$ cat config.mk
export PLATFORM = sky130hd
export DESIGN_NAME = vga_timing_gen
export DESIGN_NICKNAME = d
export VERILOG_FILES = /design/src/rtl/vga_timing_gen.sv
export SDC_FILE = /design/constraint.sdc
export NUM_CORES = 1
export LEC_CHECK = 0
export BUFFER_PORTS_ARGS = -buffer_cell sky130_fd_sc_hd__buf_2
export CORE_MARGIN = 2
export CORE_UTILIZATION = 53
export CTS_CLUSTER_DIAMETER = 50
export DETAILED_ROUTE_END_ITERATION = 8
export GPL_TIMING_DRIVEN = 1
export PLACE_DENSITY_LB_ADDON = 0.15
export SETUP_SLACK_MARGIN = 0.05
export SLEW_MARGIN = 20
export SYNTH_ARGS = -nofsm -noshare
export SYNTH_HDL_FRONTEND = slang
export SYNTH_SLANG_ARGS = --single-unit
$ cat constraint.sdc
create_clock -name i_clk -period 4.2 [get_ports i_clk]
set_input_delay 0.21 -clock i_clk [delete_from_list [all_inputs] [get_ports i_clk]]
set_output_delay 0.21 -clock i_clk [all_outputs]
set_load 0.01 [all_outputs]
$ cat src/rtl/vga_timing_gen.sv
// vga_timing_gen: parametrised VGA timing with look-ahead pixel requests and a LAT-deep sync/blank pipeline
module vga_timing_gen #(
  parameter int H_ACT   = 640,
  parameter int H_FRONT = 16,
  parameter int H_SYNC  = 96,
  parameter int H_BACK  = 48,
  parameter int V_ACT   = 480,
  parameter int V_FRONT = 10,
  parameter int V_SYNC  = 2,
  parameter int V_BACK  = 33,
  parameter bit HS_POL  = 1'b0,
  parameter bit VS_POL  = 1'b0,
  parameter int COLOR_W = 4,
  parameter int LAT     = 2
) (
  input  logic               i_clk,
  input  logic               i_rst,
  output logic [10:0]        o_req_x,
  output logic [10:0]        o_req_y,
  output logic               o_req_valid,
  output logic               o_line_start,
  output logic               o_frame_start,
  input  logic [COLOR_W-1:0] i_red,
  input  logic [COLOR_W-1:0] i_green,
  input  logic [COLOR_W-1:0] i_blue,
  output logic               oVGA_HS,
  output logic               oVGA_VS,
  output logic [COLOR_W-1:0] oVGA_R,
  output logic [COLOR_W-1:0] oVGA_G,
  output logic [COLOR_W-1:0] oVGA_B
);
  localparam int H_TOTAL = H_ACT + H_FRONT + H_SYNC + H_BACK;
  localparam int V_TOTAL = V_ACT + V_FRONT + V_SYNC + V_BACK;
  localparam logic [10:0] HA  = 11'(H_ACT);
  localparam logic [10:0] HS0 = 11'(H_ACT + H_FRONT);
  localparam logic [10:0] HS1 = 11'(H_ACT + H_FRONT + H_SYNC);
  localparam logic [10:0] HL  = 11'(H_TOTAL - 1);
  localparam logic [10:0] VA  = 11'(V_ACT);
  localparam logic [10:0] VS0 = 11'(V_ACT + V_FRONT);
  localparam logic [10:0] VS1 = 11'(V_ACT + V_FRONT + V_SYNC);
  localparam logic [10:0] VL  = 11'(V_TOTAL - 1);

  if (H_ACT == 0 || H_FRONT == 0 || H_SYNC == 0 || H_BACK == 0 ||
      V_ACT == 0 || V_FRONT == 0 || V_SYNC == 0 || V_BACK == 0) begin : g_bad_zero
    $error("vga_timing_gen: timing parameters must be nonzero");
  end
  if (H_TOTAL > 2047 || V_TOTAL > 2047) begin : g_bad_total
    $error("vga_timing_gen: H_TOTAL and V_TOTAL must not exceed 2047");
  end
  if (LAT < 0 || LAT > 7) begin : g_bad_lat
    $error("vga_timing_gen: LAT must be in 0..7");
  end

  logic [10:0] h_q, h_d, v_q, v_d;
  logic        hs_raw, vs_raw, act_raw;
  logic        hs_p, vs_p, act_p;

  always_comb begin
    h_d           = (h_q == HL) ? '0 : h_q + 11'd1;
    v_d           = (h_q != HL) ? v_q : (v_q == VL) ? '0 : v_q + 11'd1;
    act_raw       = (h_q < HA) && (v_q < VA);
    hs_raw        = (h_q >= HS0) && (h_q < HS1);
    vs_raw        = (v_q >= VS0) && (v_q < VS1);
    o_req_x       = (h_q < HA) ? h_q : '0;
    o_req_y       = (v_q < VA) ? v_q : '0;
    o_req_valid   = act_raw && !i_rst;
    o_line_start  = o_req_valid && (h_q == '0);
    o_frame_start = o_line_start && (v_q == '0);
  end

  always_ff @(posedge i_clk) begin
    if (i_rst) begin
      h_q <= '0;
      v_q <= '0;
    end else begin
      h_q <= h_d;
      v_q <= v_d;
    end
  end

  // Sync and blanking travel alongside the fetch so they meet the returned pixel
  if (LAT == 0) begin : g_nodly
    assign {hs_p, vs_p, act_p} = {hs_raw, vs_raw, act_raw};
  end else begin : g_dly
    logic [2:0] dly_q [LAT];
    always_ff @(posedge i_clk) begin
      if (i_rst) begin
        for (int i = 0; i < LAT; i++) dly_q[i] <= '0;
      end else begin
        dly_q[0] <= {hs_raw, vs_raw, act_raw};
        for (int i = 1; i < LAT; i++) dly_q[i] <= dly_q[i-1];
      end
    end
    assign {hs_p, vs_p, act_p} = dly_q[LAT-1];
  end

  always_ff @(posedge i_clk) begin
    if (i_rst) begin
      oVGA_HS <= ~HS_POL;
      oVGA_VS <= ~VS_POL;
      oVGA_R  <= '0;
      oVGA_G  <= '0;
      oVGA_B  <= '0;
    end else begin
      oVGA_HS <= hs_p ? HS_POL : ~HS_POL;
      oVGA_VS <= vs_p ? VS_POL : ~VS_POL;
      oVGA_R  <= act_p ? i_red : '0;
      oVGA_G  <= act_p ? i_green : '0;
      oVGA_B  <= act_p ? i_blue : '0;
    end
  end
endmodule

======== Word level (Yosys, flattened, before mapping) ========
Memory sizes are Yosys's and may differ from the RTL's.
Cells that the tools add are included.
storage, ports and cells
  output and inout port bits .............. 39
  bits of input ports ..................... 14
  logic and storage cells ................. 43
  memories ................................ 1
  flip-flop bits (word level) ............. 36
  memory bits (writable) .................. 6
memory list
  memory       words  bits a word  read ports  clocked after memory_dff  write ports  line  source
  g_dly.dly_q  2      3            2           0                         2            85    logic [2:0] dly_q [LAT];
operators by class
  bitwise gates (word level) .............. 3
  $lt $le $gt $ge ......................... 6
  mux-type cells .......................... 10
  equal/unequal tests ..................... 3
  reduce and logical (&&, ||, !) cells .... 11
  add/subtract/negate cells ............... 2
operators with widths
  kind                                                                  count
  two-way mux 11 bit                                                    3
  adder 11 x 1 -> 11 bit (second input constant)                        2
  == test 11 x 10 -> 1 bit (second input constant)                      2
  logical NOT 11 bit                                                    2
  less-than comparator 11 x 10 -> 1 bit (second input constant)         2
  less-than comparator 11 x 9 -> 1 bit (second input constant)          2
  greater-or-equal comparator 11 x 10 -> 1 bit (second input constant)  1
  greater-or-equal comparator 11 x 9 -> 1 bit (second input constant)   1
  != test 11 x 10 -> 1 bit (second input constant)                      1
  logical AND 1 bit                                                     6
  two-way mux 3 bit                                                     2
  two-way mux 1 bit                                                     5
  OR reduction 2 bit                                                    2
  bitwise OR 1 bit                                                      2
  logical NOT 1 bit                                                     1
  NOT 1 bit                                                             1

======== Longest topological paths before layout ========
Gate-level depths: netlist (run 1).
  word-level depth ........................ 5
  mapped depth ............................ 7

======== Worst setup path after synthesis (run 1) ========
OpenSTA, ideal clock, no wires.
  kind .................................... register to register
  start ................................... reg h_q[10]
  end ..................................... reg v_q[10]
  cell stages (with the launch flop) ...... 7
  setup time .............................. 0.070 ns
  path slack .............................. 2.020 ns
  clock period less this slack ............ 2.180 ns
  arrival ................................. 2.110 ns
  cell sequence ........................... dfxtp_1 > buf_6 > or4_4 > buf_6 > or4_4 > or4_1 > a21oi_1
between the ends
  cells in the longest elaborated chain, start to end .. 1
ends and longest elaborated chain
  item                      line  source
  start: declaration        54    logic [10:0] h_q, h_d, v_q, v_d;
  start signal: assignment  73    h_q <= '0;
  start signal: assignment  76    h_q <= h_d;
  != test 11 x 10 -> 1 bit  60    v_d = (h_q != HL) ? v_q : (v_q == VL) ? '0 : v_q + 11'd1;
  end signal: assignment    77    v_q <= v_d;
  end: declaration          54
No other way between the ends.
A chain may end at the register's enable or synchronous reset.

======== Final worst setup path (run 1) ========
  start ................................... reg v_q[7]
  end ..................................... out o_frame_start
between the ends
  cells in the longest elaborated chain, start to end .. 5
  elaborated cells on any way between the ends .. 6
ends and longest elaborated chain
  item                                  line  source
  less-than comparator 11 x 9 -> 1 bit  61    act_raw = (h_q < HA) && (v_q < VA);
  logical AND 1 bit                     61
  logical AND 1 bit                     66    o_req_valid = act_raw && !i_rst;
  logical AND 1 bit                     67    o_line_start = o_req_valid && (h_q == '0);
  logical AND 1 bit (*)                 68    o_frame_start = o_line_start && (v_q == '0);
  end: declaration                      22    output logic o_frame_start,
Every way passes the cells marked *; elsewhere a longest branch is shown, timed or not.

==> summary.md, run 1 <==
| Metric | Value |
|---|---|
| Status | `finished clean` |
| RSZ-0062 raised after global routing | `no` |
| Cts bufs inserted | `5` |
| Cells after synthesis | `215` |
| Crit-path cells | `and4_1, nor3_1, nand3_1, nor4_1, buf_2` |
| Area Overhead vs Synth | `15.3%` |
| Crit-path max FO | `8` |
| Min-Delay Startpoint | `i_green[1]` |
| Final design utilization | `64.3%` |
| Vias/cell | `4.95` |
| Setup TNS Final | `0 ps` |
| Worst Setup SP | `v_q[7]$_SDFFE_PP0N_` |
| Period utilization | `63.1%` |
| Rel. slew slack | `39.5%` |
| Drt first pass iters | `4` |
| Primary FF master, synth | `dfxtp_1` |
| Worst Hold Class | `primary input to flip-flop` |
| Commonest non-fill, non-tap cell in the layout | `buf_2` |
| Layout cells sized above 1 | `23.2%` |
| Minimum clock period | `2650 ps` |
| Bufs and invs on worst path | `1` |
| Total Wirelength | `3750 µm` |
| Leakage | `0.000928 µW` |
| Skew final | `17.6 ps` |
| R2r startpoint | `h_q[0]$_SDFF_PP0_` |
| Final setup fails | `0` |
| H-tree levels | `2` |
| Largest net degree at the start of global routing | `14` |
| Largest area contributor in the netlist | `dfxtp_1` |
| Sink Count | `42` |
| Cts hold-fix bufs | `0` |
| Initial antenna violation count | `0` |
| Die X-Extent | `63.7 µm` |
| Clock buffer depth | `2` |
| Critical path's largest stage delay | `550 ps` |
| Critical path depth | `5` |
| Gpl congestion | `0.845` |
| Drt wl/cell | `12.3 µm` |
| Slew @ Worst Pin | `897 ps` |
| CP Capture Type | `output port` |
| Post-synthesis sequential area ratio | `44.5%` |
| Top cell type's share of synthesized area | `44.5%` |
| Post-synth cell types | `34` |
| FF-to-FF setup slack | `1860 ps` |
| Max-slew violation total from the final report | `0` |
| Vias in the first global route | `1,385` |
| Setup Fix Bufs, Post-CTS | `0` |
| Final nets | `277` |
| Arrival time worst endpoint | `2440 ps` |
| Detailed-route DRC error count | `0` |
| Max IR drop VDD | `0.000149 V` |
| End of the critical path | `o_frame_start` |
| # diodes | `0` |
| Yosys warning count | `0` |
| Finished layout cell area | `0.00218 mm²` |
| Buffers on Ports | `49` |
| Cts repair resizes | `0` |
| Fin. Hold Viols | `0` |
| Root buffer cell | `clkbuf_4` |
| Main area contributors after synthesis | `dfxtp_1 (44%), and2_1 (7.9%), xnor2_1 (5.6%)` |
| CP Launch Type | `flip-flop` |
| Max Cap Viol | `0` |
| Synthesized area | `0.00189 mm²` |
| CP max stage cell | `nor3_1` |
| Asr flop ratio synth | `0%` |
| Antenna viol nets, final | `0` |
| GRT overflow | `0` |
| CTS tree | `done` |
| Clock Pin Slew Worst Setup and Hold Paths | `130 ps` |
| All-Layer GR Usage | `20.0%` |
| #FFs+latches synth | `42` |
| Worst skew pair latency | `350 ps` |
| Avg Cell Area, Syn | `8.79 µm²` |
| Effective utilization at floorplan | `55.8%` |
| Row count | `21` |
| Reg2reg end | `v_q[8]$_SDFFE_PP0N_` |
| Initial DRC Count | `104` |
| Global-route wire length before repair | `6260 µm` |
| Achievable clock frequency | `0.378 GHz` |
| Vias | `1,511` |
| PD cells | `323 mW/mm²` |
| DIE AREA | `0.00406 mm²` |
| Family with the most delay on the worst path | `simple AND/OR/NAND/NOR gates` |
| EDFF count, synth | `0` |
| Die span in y | `63.7 µm` |
| Most frequent cells in the layout | `buf_2 (49), dfxtp_1 (42), nor2_1 (25)` |
| # IOs | `53` |
| Core ar. | `0.00339 mm²` |
| Post-detail-place hpwl | `2760 µm` |
| Placed instance area | `0.00210 mm²` |
| Worst R2R Path Depth | `5` |
| Worst path required time | `3990 ps` |
| Crit Path Class | `flip-flop to output port` |
-- final cells by class --
type	instances	area, µm²
Clock buffer	6	41.3
Clock inverter	2	37.5
Sequential cell	42	841
Inverter	12	45.0
Tap cell	46	57.6
Multi-Input combinational cell	148	912
Fill cell	307	1210
Timing Repair Buffer	49	245
-- report_power, final --
part | internal, µW | switching [µW] | total [µW]
clock | 126 | 128 | 254
combinational | 17.6 | 23.0 | 40.7
sequential | 405 | 3.79 | 409
total | 548 | 155 | 703
-- sequential cells by signal, indices dropped and copies added (netlist names) --
register     cells
g_dly.dly_q      6
h_q             11
oVGA_B           4
oVGA_G           4
oVGA_HS          1
oVGA_R           4
oVGA_VS          1
v_q             11
-- per-stage QoR --
| stage | power (µW) | hold WS, ps | setup slack [ps] | std cells |
|---|---|---|---|---|
| final | 703 | 48.1 | 1550 | 305 |
| after global routing | 735 | 26.6 | 1270 | 305 |
| after CTS | 712 | 29.7 | 1550 | 305 |
| after detailed placement | 459 | 358 | 1910 | 297 |
| after global placement | 459 | 362 | 1970 | 297 |
| after floorplan | 443 | 332 | 2020 | 217 |
-- kinds of logic (layout without fill, tap and decap cells) --
logic type               count (synthesis)  after routing  synth area share [%]
AO/OA/AOI/OAI                           11             11                  3.90
XOR/XNOR                                15             15                  6.95
adder cells (fa/ha/maj)                  5              5                  3.31
buffers and inverters                   27             69                  7.68
flip-flops                              42             42                  44.5
multiplexers                             1              1                 0.529
other                                    1              3                 0.198
AND/OR/NAND/NOR                        113            113                  33.0
-- worst min path at each step --
stage                                end  slack, ps  cells past startpoint
global placement      oVGA_VS$_SDFF_PP1_        360                      1
floorplan           oVGA_B[0]$_SDFF_PP0_        330                      1
global route        oVGA_G[1]$_SDFF_PP0_         30                      2
finish              oVGA_G[1]$_SDFF_PP0_         50                      2
CTS                 oVGA_G[1]$_SDFF_PP0_         30                      2
detailed placement    oVGA_VS$_SDFF_PP1_        360                      1
-- worst register-to-register path, stage by stage, from the launching register on --
cell     delay [ps]
dfxtp_1         420
ha_1            220
nand4_1         390
or4_4           670
or4_1           410
a21oi_1         170
-- Yosys cell counts (all sizes together), types with 6 or more instances --
| cell | number |
|---|---|
| a21oi | 6 |
| and2 | 24 |
| buf | 8 |
| clkbuf | 7 |
| dfxtp | 42 |
| inv | 12 |
| nand2 | 6 |
| nand3 | 13 |
| nor2 | 25 |
| nor3 | 11 |
| nor4 | 12 |
| xnor2 | 12 |
-- routing by layer --
metal	routed length [µm]	up-vias	part of all wire (%)	track usage [%]
li1	-	803	-	-
met1	1800	657	48	26.5
met2	1700	46	45	31.3
met3	202	5	5.4	5.54
met4	42	0	1.1	6.79
met5	0	-	0	0
Note: power is estimated with default switching activity, not from simulation.
==> run 2, diff against run 1 <==
--- a/config.mk
+++ b/config.mk
@@ -7,7 +7,7 @@
 export LEC_CHECK = 0
 export BUFFER_PORTS_ARGS = -buffer_cell sky130_fd_sc_hd__buf_2
 export CORE_MARGIN = 2
-export CORE_UTILIZATION = 53
+export CORE_UTILIZATION = 51
 export CTS_CLUSTER_DIAMETER = 50
 export DETAILED_ROUTE_END_ITERATION = 8
 export GPL_TIMING_DRIVEN = 1
==> constraint.sdc (replaced) <==
create_clock -name i_clk -period 2.6 [get_ports i_clk]
set_input_delay 0.13 -clock i_clk [delete_from_list [all_inputs] [get_ports i_clk]]
set_output_delay 0.13 -clock i_clk [all_outputs]
set_load 0.01 [all_outputs]
==> summary.md, run 2 (synthesis gave the netlist of run 1 again) <==
| Metric | Value |
|---|---|
| Vias | `1,568` |
| Initial antenna violation count | `0` |
| Vias/cell | `5.06` |
| Worst R2R Path Depth | `4` |
| Max-slew violation total from the final report | `0` |
| Total power after layout | `1230 µW` |
| Clk pwr share | `41.0%` |
| RSZ-0062 raised after global routing | `no` |
| Final nets | `280` |
| Multi-input logic area | `912 µm²` |
| Setup TNS Final | `0 ps` |
| Global-route wire length before repair | `6360 µm` |
| All-Layer GR Usage | `19.6%` |
| Skew final | `4.28 ps` |
| Die span in y | `64.9 µm` |
| Row count | `22` |
| CP max stage cell | `or4_4` |
| Drt first pass iters | `4` |
| Crit Path Class | `flip-flop to flip-flop` |
| Antenna viol nets, final | `0` |
| Cell repeated most along the worst path | `or4_4` |
| Critical path's largest stage delay | `630 ps` |
| Status | `finished clean` |
| R2r startpoint | `h_q[5]$_SDFF_PP0_` |
| Most frequent cells in the layout | `buf_2 (49), dfxtp_1 (42), nor2_1 (25)` |
| Cts bufs inserted | `5` |
| Layout cells sized above 1 | `24.0%` |
| Vias in the first global route | `1,381` |
| Largest regs | `h_q: 11 flops, v_q: 11 flops, g_dly.dly_q: 6 flops` |
| Final design utilization | `62.0%` |
| Worst Hold Class | `primary input to flip-flop` |
| Clock Pin Slew Worst Setup and Hold Paths | `80 ps` |
| Max Cap Viol | `0` |
| Final setup fails | `0` |
| # diodes | `0` |
| Crit-path cells | `or4_4, or4_4, or4_1, a21oi_1` |
| Effective utilization at floorplan | `52.4%` |
| End of the critical path | `v_q[8]$_SDFFE_PP0N_` |
| # IOs | `53` |
| Max IR drop VDD | `0.000391 V` |
| Buffers on Ports | `49` |
| Post-detail-place hpwl | `2870 µm` |
| Worst path required time | `2820 ps` |
| Arrival time worst endpoint | `2430 ps` |
| Commonest non-fill, non-tap cell in the layout | `buf_2` |
| Period utilization | `84.7%` |
| Achievable clock frequency | `0.454 GHz` |
| FF/Latch Area | `841 µm²` |
| Initial DRC Count | `100` |
| FF-to-FF setup slack | `400 ps` |
| Setup Fix Bufs, Post-CTS | `0` |
| Leakage | `0.000954 µW` |
| Total Wirelength | `3920 µm` |
| CTS tree | `done` |
| Gpl congestion | `0.909` |
| GRT overflow | `0` |
| PD cells | `551 mW/mm²` |
| Drt wl/cell | `12.7 µm` |
| Clock buffer depth | `2` |
| Reg2reg end | `v_q[8]$_SDFFE_PP0N_` |
| Worst Setup SP | `h_q[5]$_SDFF_PP0_` |
| Sw Pwr | `262 µW` |
| Core ar. | `0.00361 mm²` |
| Cts hold-fix bufs | `0` |
| Sink Count | `42` |
| Die X-Extent | `64.9 µm` |
| H-tree levels | `2` |
| Minimum clock period | `2200 ps` |
| Logic pwr share | `5.5%` |
| Root buffer cell | `clkbuf_8` |
| Area Overhead vs Synth | `18.3%` |
| Internal power | `969 µW` |
| Rel. slew slack | `61.8%` |
| Detailed-route DRC error count | `0` |
| Sw Ratio | `21.3%` |
| CP Capture Type | `flip-flop` |
| Largest net degree at the start of global routing | `14` |
| Cts repair resizes | `0` |
| Sequential share of power | `53.5%` |
| Crit-path max FO | `10` |
| Worst skew pair latency | `290 ps` |
| Fin. Hold Viols | `0` |
| Slew @ Worst Pin | `572 ps` |
| CP Launch Type | `flip-flop` |
| Fill cell count | `332` |
| DIE AREA | `0.00421 mm²` |
-- run 2: worst min-delay path by stage --
stage	slack, ps	start	end	depth (start not counted)
after CTS	30	i_blue[1]	oVGA_B[1]$_SDFF_PP0_	2
final	30	i_red[3]	oVGA_R[3]$_SDFF_PP0_	2
after global placement	330	i_blue[0]	oVGA_B[0]$_SDFF_PP0_	2
after global routing	40	i_red[0]	oVGA_R[0]$_SDFF_PP0_	2
after detailed placement	330	i_blue[1]	oVGA_B[1]$_SDFF_PP0_	2
after floorplan	250	i_blue[0]	oVGA_B[0]$_SDFF_PP0_	1
-- run 2: power groups by stage --
stage	clock network [µW]	registers [µW]	logic (µW)
global placement	0	674	66.2
floorplan	0	675	40.2
finish	504	659	67.7
CTS	519	659	68.7
detailed placement	0	674	68.4
global route	546	661	74.3
-- run 2: worst max-delay path, delay by kind of cell, from the launching register on --
kind,cells,cell delay (ps)
AOI/OAI and AO/OA,1,150
and+or+nand+nor,3,1620
DFF,1,370
-- run 2: final cells by class --
cell class                      count  share of cell area [%]
Clock inverter                      2                    1.68
Tap cell                           48                    2.69
Inverter                           12                    2.01
Multi-Input combinational cell    148                    40.8
Sequential cell                    42                    37.6
Clock buffer                        6                    3.25
Timing Repair Buffer               52                    12.0
-- run 2: metrics by stage --
stage / setup WS [ps] / instance area (µm²) / hold slack [ps] / std cells
3_5_place_dp: 426 / 2130 / 332 / 302
4_1_cts: 397 / 2240 / 29.1 / 310
5_1_grt: 353 / 2240 / 35.3 / 310
2_1_floorplan: 420 / 1900 / 252 / 217
3_3_place_gp: 463 / 2130 / 329 / 302
6_report: 397 / 2240 / 34.8 / 310
-- run 2: per-layer routing --
metal / global-route usage (%) / up-vias / part of all wire [%]
li1: - / 809 / -
met1: 25.4 / 712 / 45
met2: 31.6 / 42 / 49
met3: 5.21 / 5 / 5.1
met4: 6.38 / 0 / 0.92
met5: 0 / - / 0
==> run 3, diff against run 2 <==
==> constraint.sdc (replaced) <==
create_clock -name i_clk -period 2.2 [get_ports i_clk]
set_input_delay 0.11 -clock i_clk [delete_from_list [all_inputs] [get_ports i_clk]]
set_output_delay 0.11 -clock i_clk [all_outputs]
set_load 0.01 [all_outputs]
==> summary.md, run 3 (synthesis gave the netlist of run 1 again) <==
| Metric | Value |
|---|---|
| Vias in the first global route | `1,418` |
| Gpl congestion | `0.920` |
| Final nets | `291` |
| Layout cells sized above 1 | `28.9%` |
| Drt first pass iters | `4` |
| Die X-Extent | `64.9 µm` |
| Final design utilization | `64.7%` |
| Commonest non-fill, non-tap cell in the layout | `buf_2` |
| CP Capture Type | `flip-flop` |
| CTS tree | `done` |
| Leakage | `0.00101 µW` |
| Worst R2R Path Depth | `4` |
| Largest net degree at the start of global routing | `14` |
| Post-detail-place hpwl | `2890 µm` |
| Initial DRC Count | `116` |
| Most frequent cells in the layout | `buf_2 (49), dfxtp_1 (41), and2_1 (24), nor2_1 (24), buf_4 (14)` |
| Crit-path max FO | `5` |
| Reg2reg end | `v_q[8]$_SDFFE_PP0N_` |
| PD cells | `625 mW/mm²` |
| Worst setup margin | `83.1 ps` |
| Global-route wire length before repair | `6540 µm` |
| Skew final | `6.73 ps` |
| CP Launch Type | `flip-flop` |
| Worst path required time | `2420 ps` |
| Minimum clock period | `2120 ps` |
| Clock Pin Slew Worst Setup and Hold Paths | `80 ps` |
| RSZ-0062 raised after global routing | `yes` |
| Effective utilization at floorplan | `52.4%` |
| Max-slew violation total from the final report | `0` |
| Achievable clock frequency | `0.472 GHz` |
| Detailed-route DRC error count | `0` |
| Drt wl/cell | `12.5 µm` |
| Pre-CTS WS | `119 ps` |
| DIE AREA | `0.00421 mm²` |
| Final setup fails | `0` |
| R2r startpoint | `h_q[10]$_SDFF_PP0_` |
| Worst Hold Class | `primary input to flip-flop` |
| Area Overhead vs Synth | `23.5%` |
| Crit Path Class | `flip-flop to flip-flop` |
| Max IR drop VDD | `0.000368 V` |
| Largest regs | `h_q: 11 flops, v_q: 11 flops, g_dly.dly_q: 6 flops` |
| Initial antenna violation count | `0` |
| GRT overflow | `0` |
| End of the critical path | `v_q[8]$_SDFFE_PP0N_` |
| All-Layer GR Usage | `20.2%` |
| # diodes | `0` |
| Die span in y | `64.9 µm` |
| Max Cap Viol | `0` |
| Total power after layout | `1460 µW` |
| # IOs | `53` |
| Sink Count | `42` |
| Arrival time worst endpoint | `2340 ps` |
| Period utilization | `96.2%` |
| Vias | `1,624` |
| Slew @ Worst Pin | `550 ps` |
| Vias/cell | `5.06` |
| Clock buffer depth | `2` |
| Rel. slew slack | `63.3%` |
| Buffers on Ports | `49` |
| FF-to-FF setup slack | `80 ps` |
| Core ar. | `0.00361 mm²` |
| Cts bufs inserted | `5` |
| Worst Setup SP | `h_q[10]$_SDFF_PP0_` |
| Worst skew pair latency | `290 ps` |
| H-tree levels | `2` |
| Status | `finished clean` |
| Antenna viol nets, final | `0` |
| Setup TNS Final | `0 ps` |
| Row count | `22` |
| Root buffer cell | `clkbuf_8` |
| Fin. Hold Viols | `0` |
| Total Wirelength | `4010 µm` |
[run 3: cell type report]
type,instances,area (µm²)
well taps,48,60.1
repair buffers,63,350
fillers,342,1270
flip-flops and latches,42,842
multi-input cells,148,927
inverters,12,45.0
clock buffers,6,72.6
clock inverters,2,37.5
[run 3: report_power, final]
part	leakage (µW)	switching [µW]	internal (µW)
registers	0.000341	7.55	772
clock network	0.0000514	263	338
logic	0.000620	43.6	34.6
total	0.00101	314	1150
[run 3: worst min path at each step]
stage,depth (start not counted),end,startpoint,slack (ps)
2_1_floorplan,1,oVGA_B[0]$_SDFF_PP0_,i_blue[0],230
3_3_place_gp,2,oVGA_G[3]$_SDFF_PP0_,i_green[3],310
3_5_place_dp,2,oVGA_R[3]$_SDFF_PP0_,i_red[3],310
4_1_cts,2,oVGA_R[2]$_SDFF_PP0_,i_red[2],8
5_1_grt,2,oVGA_G[0]$_SDFF_PP0_,i_green[0],9
6_report,2,oVGA_R[2]$_SDFF_PP0_,i_red[2],10
[run 3: metrics by stage]
step | cell area (µm²) | hold WS (ps) | instances
3_3_place_gp | 2180 | 309 | 309
3_5_place_dp | 2180 | 313 | 309
4_1_cts | 2290 | 8.33 | 317
5_1_grt | 2330 | 8.55 | 321
2_1_floorplan | 1900 | 232 | 217
6_report | 2330 | 13.7 | 321
[run 3: repair_timing]
item                                    4_1_cts  5_1_grt
pin swaps                                     0        2
buffers inserted                              0        4
hold buffers                                  0        0
gates cloned                                  0        0
endpoints found under the setup margin        1        5
gates resized for setup                       1        4
[run 3: per-layer routing]
metal,vias to the layer above,global-route usage [%],share of wire (%)
li1,828,-,-
met1,740,26.1,45
met2,47,33.4,47
met3,9,4.17,5.7
met4,0,7.18,1.7
met5,-,0,0
[run 3: worst max-delay path, cell delays in order (launching register included)]
cell and delay [ps]:
dfxtp_1 320, or4_4 570, or4_4 590, or4_1 420, a21oi_1 150
